--- config.mk ---
export PLATFORM = sky130hd
export DESIGN_NAME = mem_arbiter
export DESIGN_NICKNAME = d
export VERILOG_FILES = /design/src/rtl/mem_arbiter.sv
export SDC_FILE = /design/constraint.sdc
export NUM_CORES = 1
export LEC_CHECK = 0
export CAP_MARGIN = 20
export CORE_AREA = 10 10 194 196
export DETAILED_ROUTE_END_ITERATION = 10
export DIE_AREA = 0 0 204 206
export GPL_TIMING_DRIVEN = 0
export HOLD_SLACK_MARGIN = 0.05
export PLACE_DENSITY = 0.69
export SYNTH_ARGS = -nofsm -noshare
export SYNTH_HDL_FRONTEND = slang
export SYNTH_SLANG_ARGS = --single-unit
--- constraint.sdc ---
create_clock -name clk -period 2.25 [get_ports clk]
set_input_delay 0.3375 -clock clk [delete_from_list [all_inputs] [get_ports clk]]
set_output_delay 0.3375 -clock clk [all_outputs]
set_load 0.1 [all_outputs]
--- src/rtl/mem_arbiter.sv ---
// Shares one memory port between instruction fetch and load/store via req/ack; ack arrives LATENCY+1 cycles after grant.
// Held req without ack is a stall. Define ARB_ROUND_ROBIN_EN to alternate conflict grants (default: data port wins).
module mem_arbiter #(
    parameter int AW      = 64,
    parameter int DW      = 64,
    parameter int LATENCY = 1
) (
    input  logic          clk,
    input  logic          reset,
    input  logic          if_req,
    input  logic [AW-1:0] if_addr,
    output logic [DW-1:0] if_rdata,
    output logic          if_ack,
    input  logic          d_req,
    input  logic          d_we,
    input  logic [AW-1:0] d_addr,
    input  logic [DW-1:0] d_wdata,
    output logic [DW-1:0] d_rdata,
    output logic          d_ack,
    output logic [AW-1:0] mem_addr,
    output logic [DW-1:0] mem_wdata,
    output logic          mem_read,
    output logic          mem_write,
    input  logic [DW-1:0] mem_rdata,
    output logic          busy
);
    typedef enum logic [1:0] {IDLE, ACCESS, RESP} state_t;

    localparam logic [3:0] CNT_INIT = 4'(LATENCY - 1);

    state_t        state_q, state_d;
    logic [3:0]    cnt_q, cnt_d;
    logic [AW-1:0] addr_q, addr_d;
    logic [DW-1:0] wdata_q, wdata_d;
    logic          we_q, we_d;
    logic          own_data_q, own_data_d;
    logic [DW-1:0] if_rdata_q, if_rdata_d;
    logic [DW-1:0] d_rdata_q, d_rdata_d;
    logic          grant_data;

`ifdef ARB_ROUND_ROBIN_EN
    // 1 = data port won the previous grant; resets to fetch so the first conflict goes to data
    logic last_data_q, last_data_d;
    assign grant_data = d_req && (!if_req || !last_data_q);
`else
    assign grant_data = d_req;
`endif

    always_comb begin
        state_d    = state_q;
        cnt_d      = cnt_q;
        addr_d     = addr_q;
        wdata_d    = wdata_q;
        we_d       = we_q;
        own_data_d = own_data_q;
        if_rdata_d = if_rdata_q;
        d_rdata_d  = d_rdata_q;
`ifdef ARB_ROUND_ROBIN_EN
        last_data_d = last_data_q;
`endif
        case (state_q)
            IDLE: begin
                if (if_req || d_req) begin
                    state_d    = ACCESS;
                    cnt_d      = CNT_INIT;
                    own_data_d = grant_data;
`ifdef ARB_ROUND_ROBIN_EN
                    last_data_d = grant_data;
`endif
                    if (grant_data) begin
                        addr_d  = d_addr;
                        wdata_d = d_wdata;
                        we_d    = d_we;
                    end else begin
                        addr_d  = if_addr;
                        wdata_d = '0;
                        we_d    = 1'b0;
                    end
                end
            end
            ACCESS: begin
                cnt_d = cnt_q - 4'd1;
                if (cnt_q == 4'd0) begin
                    state_d = RESP;
                    cnt_d   = 4'd0;
                    // Read data is captured on the last access edge into the owner's register only
                    if (!we_q) begin
                        if (own_data_q) begin
                            d_rdata_d = mem_rdata;
                        end else begin
                            if_rdata_d = mem_rdata;
                        end
                    end
                end
            end
            RESP: begin
                state_d = IDLE;
            end
            default: begin
                state_d = IDLE;
            end
        endcase
    end

    always_ff @(posedge clk) begin
        if (reset) begin
            state_q    <= IDLE;
            cnt_q      <= 4'd0;
            addr_q     <= '0;
            wdata_q    <= '0;
            we_q       <= 1'b0;
            own_data_q <= 1'b0;
            if_rdata_q <= '0;
            d_rdata_q  <= '0;
        end else begin
            state_q    <= state_d;
            cnt_q      <= cnt_d;
            addr_q     <= addr_d;
            wdata_q    <= wdata_d;
            we_q       <= we_d;
            own_data_q <= own_data_d;
            if_rdata_q <= if_rdata_d;
            d_rdata_q  <= d_rdata_d;
        end
    end

`ifdef ARB_ROUND_ROBIN_EN
    always_ff @(posedge clk) begin
        if (reset) begin
            last_data_q <= 1'b0;
        end else begin
            last_data_q <= last_data_d;
        end
    end
`endif

    assign mem_addr  = addr_q;
    assign mem_wdata = wdata_q;
    assign mem_read  = (state_q == ACCESS) && !we_q;
    assign mem_write = (state_q == ACCESS) && we_q;
    assign if_ack    = (state_q == RESP) && !own_data_q;
    assign d_ack     = (state_q == RESP) && own_data_q;
    assign busy      = (state_q != IDLE);
    assign if_rdata  = if_rdata_q;
    assign d_rdata   = d_rdata_q;

endmodule
# Word-level counts from Yosys, hierarchy flattened
# Cells that the tools add are included.
[totals]
input_bits = 261
output_inout_bits = 261
ff_bits = 264
elab_cells = 40
[op_classes]
add_sub_neg = 1
n_eq_ne = 4
mux = 9
n_bitwise = 2
n_reduce_logical = 16
[op_table]
columns = ["cell", "n"]
rows = [
  ["$mux W64", 2],
  ["$mux W4", 2],
  ["$pmux W4 S2", 1],
  ["$reduce_and A4 Y1", 2],
  ["$reduce_and A2 Y1", 3],
  ["$logic_and A1 B1 Y1", 4],
  ["$logic_not A4 Y1", 1],
  ["$mux W2", 2],
  ["$ne A2 B2 Y1 const B", 2],
  ["$pmux W2 S2", 1],
  ["$reduce_bool A2 Y1", 2],
  ["$sub A4 B1 Y4 const B", 1],
  ["$eq A2 B1 Y1 const B", 1],
  ["$eq A2 B2 Y1 const B", 1],
  ["$logic_not A1 Y1", 2],
  ["$logic_not A2 Y1", 1],
  ["$not A1 Y1", 2],
  ["$logic_or A1 B1 Y1", 1],
  ["$mux W1", 1],
]

# Longest topological paths before layout
[logic_depth]
word_depth = 3
ltp_mapped = 8
ltp_nobuf = 5

# Least setup slack after synthesis
# No wires, ideal clock.
[synth_timing]
path_kind = "register to output"
start = "register state_q[1]"
end = "output port if_ack"
path_stages_with_launch = 3
arrival_ps = 2758
required_time_ps = 1913
path_buffers = 1
path_slack_ps = -846
cell_sequence = "dfxtp_1 -> clkbuf_1 -> nor3b_1"
[synth_between]
elab_chain_cells = 2
[synth_lines]
columns = ["element", "line", "text"]
rows = [
  ["start: declaration", "31", "state_t state_q, state_d;"],
  ["start signal: assignment", "116", "state_q <= state_d;"],
  ["$eq A2 B2 Y1", "141", "assign if_ack = (state_q == RESP) && !own_data_q;"],
  ["$logic_and A1 B1 Y1", "141", ""],
  ["end: declaration", "13", "output logic if_ack,"],
]
# Every way passes these cells.

# Worst setup path after layout
[layout_timing]
start = "register cnt_q[1]"
end = "register d_rdata_q[37] (netlist: d_rdata[37])"
[layout_between]
elab_chain_cells = 2
[layout_lines]
columns = ["element", "line", "text"]
rows = [
  ["start: declaration", "32", "logic [3:0] cnt_q, cnt_d;"],
  ["start signal: assignment", "117", "cnt_q <= cnt_d;"],
  ["$logic_not A4 Y1", "83", "if (cnt_q == 4'd0) begin"],
  ["$reduce_and A4 Y1 (no line)", "n/a", ""],
  ["end signal: assignment", "123", "d_rdata_q <= d_rdata_d;"],
  ["end: declaration", "38", "logic [DW-1:0] d_rdata_q, d_rdata_d;"],
]
# Every way passes these cells.
# A chain may end at the register's enable or synchronous reset.

==> results.md <==
* Count of cell types in the netlist at 29
* Warnings from Yosys at 0
* Row cnt at 68
* Design Power at roughly 16 mW
* Post-DP HPWL at ~36,000 um
* Initial Utilization at around a third
* Worst EP arrival at 2.62 ns
* GRT Resource Usage Total at around 20%
* Synth Register Bits at ~260
* First-pass GRT wire length at roughly 66,000 um
* Endpoints failing setup at 0
* Routed len/inst at roughly 21 um
* CP endpoint kind: register
* DR vias/cell at around 4.8
* Fin worst setup slack at roughly 0.055 ns
* Nets at a little under 2k
* Number of CTS-inserted buffers at 30
* Crit path max fanout at 10
* Reg clk slew, reported paths at approximately 0.060 ns
* CP Buf/Inv Count at 4
* # clock sinks at roughly 260
* Gate Count Post-Synth at between 1k and 1.5k
* Initial antenna violation count at 1
* Area Overhead vs Synth at 61.0%
* Clock Skew at approximately 0.016 ns
* Pins Over Slew Limit at 0
* Number of max-cap violations at 0
* CTS tree: done
* Depth of the CTS H-tree at 1
* Vias in the first global route at around 11k
* Drt first pass iters at 5
* RSZ-0062 raised after global routing: true
* Run status: finished, final reports clean
* Placed Cells incl. Taps at about 2.1k
* Peak VDD IR at between 0.0006 and 0.0007 V
* Via count at between 10k and 15k
* Yosys top cell by area: dfxtp_1
* CTS Root Cell: clkbuf_16
* Synth async-reset ratio at 0%
* Die height at 206 um
* DRT iter0 DRCs at ~360
* Most used DFF post-synth: dfxtp_1
* Crit-path leading delay family: simple AND/OR/NAND/NOR gates
* EDFF count, synth at 0
* CP required at approximately 2.7 ns
* Sequential share of the synthesized area at between 40% and 50%
* Synth area leaders: dfxtp_1, mux2i_1, nand2b_1
* Clock Latency Late Sink at roughly 0.55 ns
* CP max stage delay at approximately 0.52 ns
* Core Footprint at approximately 0.034 mm^2
* CP startpoint kind: register
* DRC viols at 0
* Post-Route WL at 44,800 um
* Max-slew headroom at ~25%
* Mean Syn Cell Area at about 9.7 um^2
* Antenna-violating nets left at 0
* Longest Clk Path Bufs at 3
* Fin. Hold Viols at 0
* Non-filler cells, final at approximately 2.1k
* GP Congestion at a little over 0.8
* Largest net degree at the start of global routing at 15
* Worst-Margin Slew at roughly 1.1 ns
* Pre-CTS setup slack at -0.838 ns
* Leakage at 7.88 nW
* I/O pin cnt at ~520
* Mapped Area at around 0.011 mm^2
* Layout cells sized above 1 at ~5.6%
* Cell Chain, Critical Path: inv_1 > ha_1 > or3b_1 > buf_4 > or4b_4 > buf_12 > buf_6 > mux2i_2
* Worst hold path class: in -> reg
* Fmax at around 0.46 GHz
* GRT overflow at 0
* Crit Path Class: reg -> reg
* Power Density at 907 mW/mm^2
* Slowest-stage cell, CP: or4b_4
* Synth top area share at roughly half
* Post-Syn Nets at roughly 1.4k
* Die X-Extent at 204 um
* Min Tclk post-route at roughly 2.2 ns
* Fin crit share at between 90 and 100%
* Die ar. at between 0.04 and 0.05 mm^2
* Port Buf Inserts at ~520
==> worst paths after layout <==
| kind | from | end | slack, ns | cells past startpoint |
|---|---|---|---|---|
| setup / recovery | cnt_q[1] | d_rdata[37] | 0.05 | 8 |
| hold / removal | d_wdata[34] | mem_wdata[34] | 0.34 | 3 |
| setup reg to reg | cnt_q[1] | d_rdata[37] | 0.05 | 8 |
| hold reg to reg | mem_wdata[33] | mem_wdata[33] | 0.47 | 2 |
==> layout by cell type, fill, tap and decap left out, types with 2 or more instances in the layout <==
cell and count:
buf_1 7, ha_1 2, buf_6 6, o21ai_0 68, clkbuf_1 75, a21oi_1 132, nand2b_1 193, clkbuf_16 31
bufinv_16 4, nor2_2 3, nor3_1 3, buf_2 6, mux2i_2 2, dfxtp_2 2, dlygate4sd2_1 254, a211oi_1 66
mux2i_1 190, clkbuf_2 4, nor2_1 2, diode_2 2, a31oi_1 2, nand2_1 68, clkinv_2 5, buf_4 13
dfxtp_1 262, clkbuf_8 6, clkdlybuf4s50_1 258
==> repair_timing <==
item / CTS / global route
hold buffers: 0 / 0
gates resized for setup: 295 / 18
setup endpoints to repair: 386 / 124
pin swaps: 0 / 0
cloned: 0 / 0
setup buffers: 0 / 4
==> flip-flops by register name, summed over array words and instances, names as in the netlist <==
register	count
own_data_q	1
state_q	2
if_rdata	64
d_rdata	64
we_q	1
mem_wdata	64
cnt_q	4
mem_addr	64
==> layout make-up <==
class                           count  area, um^2
Antenna cell                        2        5.00
Buffer                             99         477
Clock buffer                       43         881
Clock inverter                     11         161
Fill cell                        3265       16600
Inverter                            3        13.8
Multi-Input combinational cell    745        5100
Sequential cell                   264        5290
Tap cell                          455         569
Timing Repair Buffer              523        4900
==> worst register-to-register path: cells and delay by family, from the launching register on <==
kind	cells	cell delay, ns
fa+ha+maj	1	0.13
flops	1	0.33
buf+inv	4	0.60
simple gates	2	0.85
mux	1	0.15
==> synthesized netlist by cell type, types with 3 or more instances <==
master and instances:
nand2b_1 193, a21oi_1 132, nor2_1 5, dfxtp_1 264
clkbuf_1 75, o21ai_0 68, mux2i_1 192, nor3_1 3
buf_2 12, a211oi_1 66, nand2_1 68, buf_1 7
buf_6 7
==> routing by layer <==
layer / share of wire, % / GRT usage (%)
met4: 2.4 / 5.45
met2: 50 / 35.7
met1: 39 / 22.5
met3: 8.2 / 6.50
met5: 0.029 / 0
==> report_power, final <==
group	internal (mW)	leakage (nW)	switching (mW)	total, mW
clock network	3.16	0.513	1.96	5.12
logic	1.31	5.21	4.06	5.37
registers	5.08	2.16	0.208	5.28
==> through the flow <==
stage | area [um^2] | hold slack (ns) | utilization (%) | setup TNS, ns
2_1_floorplan | 10800 | 0.477 | - | 0
3_3_place_gp | 16600 | 0.456 | 48.8 | -40.53
3_5_place_dp | 16600 | 0.460 | 48.8 | -44.25
4_1_cts | 17300 | 0.313 | 51.0 | 0
5_1_grt | 17400 | 0.316 | 51.2 | -0.00123
6_report | 17400 | 0.337 | 51.2 | 0
==> kinds of logic after synthesis <==
group / after synthesis / share of synthesized area [%]
flip-flops: 264 / 48.9
AND/OR/NAND/NOR: 281 / 14.7
adder cells (fa/ha/maj): 2 / 0.232
buffers and inverters: 104 / 4.24
multiplexers: 192 / 17.8
AO/OA/AOI/OAI: 270 / 14.1
Power figures use the tool's default switching activity.
